<file path="src/rtl/code_seq_pkg.sv">
// Shared code-sequence definitions: the 10-entry index-to-code table used by
// the sequence generator and by the downstream decoder's bench.
package code_seq_pkg;

  localparam int NUM_CODES = 10;

  typedef logic [3:0] code_t;

  localparam code_t CODE_TABLE [NUM_CODES] = '{
    4'b0000, 4'b0001, 4'b0011, 4'b0010, 4'b0111,
    4'b0110, 4'b0100, 4'b0101, 4'b1111, 4'b1110
  };

  // Index to code lookup; out-of-range indices map to code 0000.
  function automatic code_t idx2code(input logic [3:0] idx);
    code_t c;
    c = '0;
    for (int k = 0; k < NUM_CODES; k++)
      if (idx == 4'(k)) c = CODE_TABLE[k];
    return c;
  endfunction

endpackage

</file>
<file path="src/rtl/btn_debounce.sv">
// Raw button conditioning: 2-FF synchroniser, stable-count debouncer and a
// one-cycle pulse on the rising edge of the debounced level.
module btn_debounce
  import code_seq_pkg::*;
#(
  parameter int DEBOUNCE_CYCLES = 500000
) (
  input  logic clk,
  input  logic rst_n,
  input  logic i_btn,
  output logic o_press
);

  localparam int CW = $clog2(DEBOUNCE_CYCLES);
  localparam logic [CW-1:0] CNT_MAX = CW'(DEBOUNCE_CYCLES - 1);

  logic          r_s1, r_sync;
  logic          r_db, r_db_d;
  logic [CW-1:0] r_cnt;

  // Two-stage synchroniser for the asynchronous raw input.
  always_ff @(posedge clk or negedge rst_n) begin
    if (!rst_n) begin
      r_s1   <= 1'b0;
      r_sync <= 1'b0;
    end else begin
      r_s1   <= i_btn;
      r_sync <= r_s1;
    end
  end

  // Accept a new level only after it has differed from db for the full window.
  always_ff @(posedge clk or negedge rst_n) begin
    if (!rst_n) begin
      r_cnt  <= '0;
      r_db   <= 1'b0;
      r_db_d <= 1'b0;
    end else begin
      r_db_d <= r_db;
      if (r_sync == r_db) begin
        r_cnt <= '0;
      end else if (r_cnt == CNT_MAX) begin
        r_db  <= r_sync;
        r_cnt <= '0;
      end else begin
        r_cnt <= r_cnt + 1'b1;
      end
    end
  end

  assign o_press = r_db & ~r_db_d;

endmodule

</file>
<file path="src/rtl/code_seq_gen.sv">
// Code sequence generator: steps a 0..9 position by debounced up/down buttons
// or an auto-step tick, and drives the matching decoder code.
module code_seq_gen
  import code_seq_pkg::*;
#(
  parameter int DEBOUNCE_CYCLES = 500000,
  parameter int TICK_DIV        = 50000000
) (
  input  logic       clk,
  input  logic       rst_n,
  input  logic       btn_up_i,
  input  logic       btn_down_i,
  input  logic       run_i,
  output logic [3:0] code_o,
  output logic [3:0] index_o,
  output logic       step_o
);

  localparam int TW = $clog2(TICK_DIV);
  localparam logic [TW-1:0] TICK_MAX = TW'(TICK_DIV - 1);

  logic          w_press_up, w_press_dn;
  logic          r_run_s1, r_run_sync;
  logic [TW-1:0] r_tick_cnt;
  logic          w_tick;
  logic          w_up_req, w_dn_req, w_step;
  logic [3:0]    w_idx_nxt;
  logic [3:0]    r_index;
  code_t         r_code;
  logic          r_step;

  btn_debounce #(.DEBOUNCE_CYCLES(DEBOUNCE_CYCLES)) u_db_up (
    .clk     (clk),
    .rst_n   (rst_n),
    .i_btn   (btn_up_i),
    .o_press (w_press_up)
  );

  btn_debounce #(.DEBOUNCE_CYCLES(DEBOUNCE_CYCLES)) u_db_dn (
    .clk     (clk),
    .rst_n   (rst_n),
    .i_btn   (btn_down_i),
    .o_press (w_press_dn)
  );

  // Synchronise run enable; no debounce, it is a level control.
  always_ff @(posedge clk or negedge rst_n) begin
    if (!rst_n) begin
      r_run_s1   <= 1'b0;
      r_run_sync <= 1'b0;
    end else begin
      r_run_s1   <= run_i;
      r_run_sync <= r_run_s1;
    end
  end

  assign w_tick = r_run_sync && (r_tick_cnt == TICK_MAX);

  // Free-running auto-step divider, held at zero while run is off.
  always_ff @(posedge clk or negedge rst_n) begin
    if (!rst_n)           r_tick_cnt <= '0;
    else if (!r_run_sync) r_tick_cnt <= '0;
    else if (w_tick)      r_tick_cnt <= '0;
    else                  r_tick_cnt <= r_tick_cnt + 1'b1;
  end

  // Arbitrate: a tick merges with a manual up; opposing requests cancel.
  always_comb begin
    w_up_req  = w_press_up | w_tick;
    w_dn_req  = w_press_dn;
    w_step    = w_up_req ^ w_dn_req;
    w_idx_nxt = r_index;
    if (w_up_req && !w_dn_req)
      w_idx_nxt = (r_index == 4'd9) ? 4'd0 : r_index + 4'd1;
    else if (w_dn_req && !w_up_req)
      w_idx_nxt = (r_index == 4'd0) ? 4'd9 : r_index - 4'd1;
  end

  // Index, code and step strobe all update together.
  always_ff @(posedge clk or negedge rst_n) begin
    if (!rst_n) begin
      r_index <= 4'd0;
      r_code  <= 4'b0000;
      r_step  <= 1'b0;
    end else begin
      r_index <= w_idx_nxt;
      r_code  <= idx2code(w_idx_nxt);
      r_step  <= w_step;
    end
  end

  assign code_o  = r_code;
  assign index_o = r_index;
  assign step_o  = r_step;

endmodule

</file>
<file path="config.mk">
export PLATFORM = sky130hd
export DESIGN_NAME = code_seq_gen
export DESIGN_NICKNAME = d
export VERILOG_FILES = /design/src/rtl/code_seq_pkg.sv /design/src/rtl/btn_debounce.sv /design/src/rtl/code_seq_gen.sv
export SDC_FILE = /design/constraint.sdc
export NUM_CORES = 1
export LEC_CHECK = 0
export ABC_CLOCK_PERIOD_IN_PS = 9200
export BUFFER_PORTS_ARGS = -buffer_cell sky130_fd_sc_hd__clkbuf_2
export CAP_MARGIN = 20
export CELL_PAD_IN_SITES_DETAIL_PLACEMENT = 0
export CELL_PAD_IN_SITES_GLOBAL_PLACEMENT = 1
export CORE_MARGIN = 5
export CORE_UTILIZATION = 52
export CTS_CLUSTER_SIZE = 40
export DETAILED_ROUTE_END_ITERATION = 10
export PLACE_DENSITY_LB_ADDON = 0.3
export SETUP_SLACK_MARGIN = 0.15
export SLEW_MARGIN = 20
export SYNTH_ARGS = -nofsm -noshare
export SYNTH_HDL_FRONTEND = slang
export SYNTH_SLANG_ARGS = --single-unit
</file>
<file path="constraint.sdc">
create_clock -name clk -period 9.2 [get_ports clk]
set_input_delay 1.84 -clock clk [delete_from_list [all_inputs] [get_ports clk]]
set_output_delay 1.84 -clock clk [all_outputs]
set_load 0.01 [all_outputs]
</file>
; ---- Yosys cells after proc, flatten, opt, wreduce, memory -nomap -nowiden
; Index checks and enable logic that the tools add are counted.
; Widths: inputs -> output; s select.
[op_classes]
add_sub_neg = 5
eq_ne = 15
mux = 19
n_bitwise = 8
reduce_logical = 8
[ops]
columns = cell, n
row1 = $mux 19, 4
row2 = $mux 26, 2
row3 = $add 19x1->19 const B, 2
row4 = $eq 19x19->1 const B, 2
row5 = $mux 4, 9
row6 = $add 26x1->26 const B, 1
row7 = $eq 26x26->1 const B, 1
row8 = $eq 4x3->1 const B, 4
row9 = $eq 4x4->1 const B, 3
row10 = $eq 4x2->1 const B, 2
row11 = $add 4x1->4 const B, 1
row12 = $eq 4x1->1 const B, 1
row13 = $logic_not 4->1, 1
row14 = $mux 2, 2
row15 = $not 1->1, 4
row16 = $reduce_and 2->1, 2
row17 = $sub 4x1->4 const B, 1
row18 = $logic_and 1x1->1, 3
row19 = $mux 3, 1
row20 = $and 1x1->1, 2
row21 = $eq 1x1->1, 2
row22 = $logic_not 1->1, 2
row23 = $mux 1, 1
row24 = $or 1x1->1, 1
row25 = $xor 1x1->1, 1
[word_totals]
ff_bits = 83
input_bits = 5

; ---- Logic depth before layout (Yosys ltp)
; Gate-level depths: netlist of the first run.
[depth]
depth_word = 17
ltp_mapped = 12

; ---- Cells and area by module
; Synthesis of the first run repeated with hierarchy kept, for this count alone.
[hier_totals]
hier_cells = 404
area_unflattened_um2 = 4119.0
[by_module_without_submodules]
columns = module, instances, cells_per_inst, area_each_um2, seq_area_each_um2
row1 = btn_debounce, 2, 107, 1111.1, 575.6
row2 = code_seq_gen, 1, 190, 1896.8, 925.9

; ---- Worst setup path before layout of the first run
; OpenSTA, ideal clock, no wires.
[synth_timing]
path_kind = flip-flop to flip-flop
from = register r_tick_cnt[0]
to = register r_code[0] (netlist: code_o[0])
setup_ns = 0.083
arrival_ns = 3.007
t_required_ns = 9.117
setup_slack_ns = 6.110
path_stages_with_launch = 12
path_cell_list = dfrtp_1 -> ha_1 -> and3_1 -> nand3_1 -> or4_4 -> o21ai_0 -> inv_1 -> ha_1 -> nor2b_1 -> mux4_2 -> xnor3_1 -> o22ai_1
[synth_via]
elab_chain_len = 17
word_cells_on_any_way = 26
cone_classes = eq/ne (10) / mux (11) / bitwise (1) / reduce/logical (4)
[synth_rtl]
columns = item, line_no
row1 = from (decl), code_seq_gen.sv:24  ; logic [TW-1:0] r_tick_cnt;
row2 = from (signal assigned), code_seq_gen.sv:64  ; else r_tick_cnt <= r_tick_cnt + 1'b1;
row3 = $eq 26x26->1 (*), code_seq_gen.sv:57  ; assign w_tick = r_run_sync && (r_tick_cnt == TICK_MAX);
row4 = $logic_and 1x1->1 (*), code_seq_gen.sv:57
row5 = $or 1x1->1 (*), code_seq_gen.sv:69  ; w_up_req = w_press_up | w_tick;
row6 = $logic_not 1->1, code_seq_gen.sv:75  ; else if (w_dn_req && !w_up_req)
row7 = $logic_and 1x1->1, code_seq_gen.sv:75
row8 = $mux 4, code_seq_gen.sv:75
row9 = $mux 4 (*), code_seq_gen.sv:73  ; if (w_up_req && !w_dn_req)
row10 = $eq 4x1->1, code_seq_pkg.sv:19  ; if (idx == 4'(k)) c = CODE_TABLE[k];
row11 = $mux 1, code_seq_pkg.sv:19
row12 = $mux 2 (2 in series), code_seq_pkg.sv:19
row13 = $mux 3, code_seq_pkg.sv:19
row14 = $mux 4 (4 in series), code_seq_pkg.sv:19
row15 = $mux 4 (*), code_seq_pkg.sv:19
row16 = to (signal assigned), code_seq_gen.sv:87  ; r_code <= idx2code(w_idx_nxt);
row17 = to (decl), code_seq_gen.sv:29  ; code_t r_code;
; Mark *: on every way between the ends. The rest lies on a longest branch, timed or not.
; A chain may end at the register's enable or synchronous reset.

; ---- Worst setup path in the final report of the first run
; Ends and elaborated chain as after synthesis.

==> results.md, run 1 <==
- Critical path class: register to register
- Actual slew at the worst max-slew pin: 0.727 ns
- Routed vias: 2,632
- Gate Count Post-Synth: 392
- Worst-path fanout max: 9
- Post-CTS Setup Inserts: 0
- CTS Sinks: 83
- Hold slack: 0.360 ns
- # resized after CTS: 0
- CTS buffer count: 9
- Hold Path Origin: u_db_dn.r_s1
- Maximum vdd drop: 80.6 uV
- Ys flop type: dfrtp_1
- Final Util: 0.594
- Unique cell type count in the Yosys netlist: 38
- # IOs: 14
- Slew margin rel.: 0.511
- EDFF count, synth: 0
- CP Launch Type: register
- Hpwl dp: 4330 microns
- Final Cell Area: 4360 sq um
- Placeable Area: 7330 sq um
- Total power per unit cell area: 169 nW/um^2
- Routed wire length: 6650 microns
- Net Count, Synth: 402
- Worst Hold Endpoint: u_db_dn.r_sync
- Count of final hold-check violations: 0
- Starting density of the core: 0.538
- Antenna cell count: 0
- Clk_lat worst skew: 0.35 ns
- Leakage: 0.00189 uW
- Setup TNS Final: 0 ns
- R2r worst-path depth: 10
- Fraction of registers with async set/reset: 1.00
- Period utilisation layout: 0.367
- R2R setup slack: 5.83 ns
- Worst r2r dst: code_o[0]
- Final setup viols: 0
- Initial antenna violation count: 0
- Peak Freq: 296 MHz
- Crit Reg-Reg Startpoint: r_tick_cnt[0]
- CTS tree: built
- Max_cap viols: 0
- Global Route Usage Sum: 0.154
- Post-DRT Antenna Nets: 0
- Setup WS post-layout: 5.83 ns
- Critical path data required time: 9.48 ns
- Placer's final routability congestion estimate: 0.786
- Yosys top cell by area: dfrtp_1
- Vias in the first global route: 2,558
- P&R area growth vs syn: 10.5%
- Hold Path Class: register to register
- Mapped Avg Cell Area: 10.1 sq um
- Clk pin slew, worst setup/hold paths: 0.09 ns
- Post-Place Setup Slack: 5.82 ns
- Die Span Y: 97.1 microns
- Most frequent cell after synthesis: dfrtp_1
- Pins Over Slew Limit: 0
- Dpl cell area: 4080 sq um
- Clk_skew: 0.00840 ns
- Largest net degree at the start of global routing: 84
- Iteration-0 DRC Markers: 80
- Horiz. Die Dim: 97.1 microns
- Hold Path Depth: 0
- Sequential fraction of the synthesis area: 0.527
- Crit end category: register
- Area of the mapped netlist: 3940 sq um
- Yosys warnings: 0
- Via-to-Cell Ratio: 5.15
- Grt ovf: 0
- Share of cells above drive strength 1: 0.0922
- DRC viols: 0
- Area contributors post-synth: dfrtp_1 (53%), xnor2_1 (8.4%), nor2_1 (7.3%)
- Post-synth top cells: dfrtp_1 (83), nor2_1 (77), xnor2_1 (38), nand2_1 (25)
- First-pass GRT wire length: 12,000 microns
- Number of synthesized register bits: 83
- Net total in the final layout: 417
- Cell Rows: 31
- Final min period: 3.37 ns
- RSZ-0062 raised after global routing: false
- Status: finished clean
- IO buf count: 13
- CP arrival: 3.66 ns
- Share of the synthesized area in the top cell type: 0.527
- DRT Pass-1 Iters: 4
- Fillcell total: 624
- Clk root buf: clkbuf_8
- Hold buffers post-CTS: 0
- H-tree depth: 3
- WL per Instance: 13.0 microns
- CTS Buffer Depth: 2
- DIE AREA: 9420 sq um
-- cell families (layout without fill, tap and decap cells) --
logic type / count (synthesis) / in the layout / share of synthesized area
fa+ha+maj: 5 / 5 / 0.0159
mux: 2 / 2 / 0.00857
compound gates: 12 / 12 / 0.0206
buf+inv: 27 / 47 / 0.0311
flops: 83 / 83 / 0.527
xor+xnor: 63 / 63 / 0.143
simple gates: 200 / 200 / 0.254
-- worst max path at each step --
stage / end / slack [ns] / start
after floorplan: code_o[0] / 6.11 / r_tick_cnt[0]
after global placement: code_o[0] / 5.91 / r_tick_cnt[0]
after detailed placement: code_o[0] / 5.82 / r_tick_cnt[0]
after CTS: code_o[0] / 5.81 / r_tick_cnt[0]
after global routing: code_o[0] / 5.54 / r_tick_cnt[0]
final: code_o[0] / 5.83 / r_tick_cnt[0]
-- placed cells by master, fill, tap and decap left out, types with 2 or more instances in the layout --
master     count
dfrtp_1       83
nor2_1        77
xnor2_1       38
nand2_1       25
nand3_1       24
xor2_1        24
inv_1         18
nor3_1        15
clkbuf_2      12
nand4_1       11
clkbuf_8      10
and3_1         9
nor4_1         8
and4_1         6
o21ai_0        6
and2_1         5
ha_1           5
nor4b_1        4
bufinv_16      4
o22ai_1        3
or2_2          2
or3_1          2
nor2b_1        2
nand2b_1       2
-- report_power, final --
part / total [uW] / switching [uW] / leakage [uW] / internal, uW
clock network: 345 / 130 / 0.000133 / 216
registers: 373 / 4.16 / 0.00114 / 369
logic: 18.7 / 13.9 / 0.000620 / 4.77
total: 737 / 148 / 0.00189 / 589
-- cell type report --
class                           instances  area [sq um]  share of cell area
Clock buffer                           10           138              0.0316
Timing Repair Buffer                   13          71.3              0.0164
Inverter                               18          67.6              0.0155
Clock inverter                          6           136              0.0313
Multi-Input combinational cell        282          1740               0.400
Tap cell                               99           124              0.0284
Sequential cell                        83          2080               0.477
-- worst max-delay path, cell delays in order, from the launching register on --
cell and delay (ns):
dfrtp_1 0.39, ha_1 0.21, and3_1 0.23, nand3_1 0.25
or4_4 0.62, o21ai_0 0.13, ha_1 0.33, nor2b_1 0.12
mux4_2 0.54, xnor3_1 0.35, o22ai_1 0.12
-- registers in the layout (all words and copies together) (netlist names) --
| register | flops |
|---|---|
| code_o | 4 |
| r_run_s1 | 1 |
| u_db_dn.r_db_d | 1 |
| u_db_up.r_s1 | 1 |
| u_db_dn.r_sync | 1 |
| step_o | 1 |
| u_db_up.r_sync | 1 |
| u_db_up.r_db_d | 1 |
| u_db_up.r_cnt | 19 |
| u_db_dn.r_s1 | 1 |
| u_db_dn.r_db | 1 |
| u_db_dn.r_cnt | 19 |
| r_tick_cnt | 26 |
| index_o | 4 |
| r_run_sync | 1 |
| u_db_up.r_db | 1 |
-- per-stage QoR --
step	power, uW	std cells
floorplan	390	392
global placement	399	495
detailed placement	400	495
CTS	748	511
global route	768	511
finish	737	511
-- layer usage --
layer	global-route usage	vias up	wire length (microns)
met4	0.0583	0	99
met3	0.0409	9	223
met1	0.213	1250	3330
met2	0.233	36	3000
li1	-	1337	-
met5	0	-	0
Power figures use the tool's default switching activity.
==> run 2: changes to the inputs <==
Settings changed: ABC_CLOCK_PERIOD_IN_PS 9200 to 3000, CORE_UTILIZATION 52 to 44.
Clock period 9.2 ns to 3 ns, I/O delays scaled along.
==> run 2 against run 1 <==
Compared with the run above: sequential share of layout area down 2.3 points; combinational power rose to 3.2 times the previous value; hold slack worse by 0.081 ns; global-route usage down 1.7 points; cell area up 5.1%; total power rose to 2.9 times the previous value; flip-flop and latch count unchanged; die area up 16%; clock-buffer cell count up 1; critical endpoint is now code_o[1].
==> results.md, run 2 (same netlist as run 1, synthesis figures left out) <==
- Status: finished clean
- Routed vias: 2,762 (+4.9%)
- DRC viols: 0 (unchanged)
- Max FFs per register: 26 (unchanged)
- Max incr delay on CP: 0.56 ns (-0.06 ns)
- Share of cells above drive strength 1: 0.171 (+0.0787)
- RSZ-0062 raised after global routing: true
- Worst-path cell chain: nand3_2 > or3_4 > or4_4 > o21ai_4 > buf_6 > ha_4 > o21ai_2 > mux4_2 > buf_4 > buf_4 > a21o_1
- P&R area growth vs syn: 16.1%
- Dpl cell area: 4140 sq um (+1.6%)
- Crit Reg-Reg Startpoint: r_tick_cnt[19]
- Vias in the first global route: 2,722 (+6.4%)
- IO buf count: 13 (unchanged)
- Antenna cell count: 0 (unchanged)
- R2r worst-path depth: 11 (+1)
- CP Launch Type: register
- Clk_skew: 0.0126 ns (+0.00418 ns)
- Fillcell total: 786 (+26%)
- Total power per unit cell area: 460 nW/um^2 (+170%)
- Power Total: 2110 uW (+190%)
- Final Util: 0.525 (-0.0695)
- Placeable Area: 8720 sq um (+19%)
- First-pass GRT wire length: 12,600 microns (+4.9%)
- Count of final hold-check violations: 0 (unchanged)
- Pins Over Slew Limit: 0 (unchanged)
- Crit path depth: 11 (+1)
- CP arrival: 3.17 ns (-0.49 ns)
- Leakage: 0.00198 uW (+5.0%)
- Hpwl dp: 4460 microns (+3.0%)
- DRT Pass-1 Iters: 6 (+2)
- Worst-path fanout max: 8 (-1)
- Global Route Usage Sum: 0.137 (-0.0168)
- Final setup viols: 0 (unchanged)
- Die Span Y: 105 microns (+7.8%)
- Largest net degree at the start of global routing: 84 (unchanged)
- Biggest regs: r_tick_cnt (26), u_db_dn.r_cnt (19), u_db_up.r_cnt (19)
- Routed wire length: 7120 microns (+7.1%)
- Cell Rows: 34 (+9.7%)
- Initial antenna violation count: 0 (unchanged)
- Non-filler cells, final: 541 (+5.9%)
- Via-to-Cell Ratio: 5.11 (-0.88%)
- Actual slew at the worst max-slew pin: 0.760 ns (+0.0330 ns)
- Hold buffers post-CTS: 0 (unchanged)
- DIE AREA: 11,000 sq um (+16%)
- Post-DRT Antenna Nets: 0 (unchanged)
- Max_cap viols: 0 (unchanged)
- CP max-delay cell: or4_4
- Final min period: 2.92 ns (-0.454 ns)
- Net total in the final layout: 438 (+5.0%)
- Critical Path Most Common Cell: buf_4
- Family with the most delay on the worst path: simple AND/OR/NAND/NOR gates
- Crit end category: register
- Biggest register: r_tick_cnt
- Period utilisation layout: 0.974 (+0.607)
- Placer's final routability congestion estimate: 0.758 (-3.6%)
- Commonest cells after routing, fill and taps aside: dfrtp_1 (83), nor2_1 (77), xnor2_1 (38)
- Crit path from: r_tick_cnt[19]
- CTS Buffer Depth: 2 (unchanged)
- Worst r2r dst: code_o[1]
- Grt ovf: 0 (unchanged)
- Clk pin slew, worst setup/hold paths: 0.09 ns (about the same)
- CTS tree: built
- CTS Sinks: 83 (unchanged)
- Critical path data required time: 3.24 ns (-6.24 ns)
- Slew margin rel.: 0.489 (-0.0222)
- Hold Path Class: primary input to async pin
- Final Cell Area: 4580 sq um (+5.1%)
- CTS buffer count: 9 (unchanged)
- R2R setup slack: 0.08 ns (-5.75 ns)
- # IOs: 14 (unchanged)
- H-tree depth: 3 (unchanged)
- Starting density of the core: 0.452 (-0.0857)
- Clk root buf: clkbuf_8
- Horiz. Die Dim: 105 microns (+7.8%)
- Cell count after placement: 506 (+2.2%)
- Peak Freq: 342 MHz (+16%)
- Maximum vdd drop: 370 uV (+360%)
- CP Buf/Inv Count: 3 (+3)
- Critical path class: register to register
- WL per Instance: 13.2 microns (+1.1%)
- Most common cell after layout, fill and taps aside: dfrtp_1
- Iteration-0 DRC Markers: 122 (+53%)
- Clk_lat worst skew: 0.35 ns (about the same)
run 2: per-layer routing:
layer | global-route usage | routed length (microns)
met1 | 0.188 | 3440
met2 | 0.215 | 3370
met3 | 0.0351 | 221
met4 | 0.0447 | 80
met5 | 0 | 0
run 2: worst max path at each step:
stage,slack [ns],to
after detailed placement,0.1,code_o[0]
final,0.08,code_o[1]
after floorplan,0.16,code_o[0]
after global routing,-0.01,code_o[0]
after global placement,0.16,code_o[0]
after CTS,0.15,code_o[0]
run 2: metrics by stage:
step	setup slack [ns]	hold slack (ns)	TNS [ns]
floorplan	0.158	0.304	0
global placement	0.164	0.334	0
detailed placement	0.0957	0.335	0
CTS	0.153	0.330	0
global route	-0.0115	0.322	-0.0171
finish	0.0791	0.279	0
run 2: area by class of cell:
| cell class | count | area [sq um] | share of cell area |
|---|---|---|---|
| Sequential cell | 83 | 2080 | 0.454 |
| Multi-Input combinational cell | 282 | 1840 | 0.402 |
| Tap cell | 108 | 135 | 0.0295 |
| Clock inverter | 5 | 85.1 | 0.0186 |
| Inverter | 18 | 67.6 | 0.0148 |
| Clock buffer | 11 | 141 | 0.0309 |
| Timing Repair Buffer | 34 | 233 | 0.0508 |
run 2: report_power, final:
group / switching [uW] / leakage, uW / internal, uW
Sequential: 12.4 / 0.00114 / 1130
Combinational: 43.2 / 0.000736 / 16.1
Clock: 406 / 0.000110 / 496
Total: 461 / 0.00198 / 1640
run 2: timing repair:
item | 4_1_cts | 5_1_grt
pin swaps | 1 | 6
setup buffers | 5 | 14
resized for setup | 2 | 13
setup endpoints to repair | 2 | 4
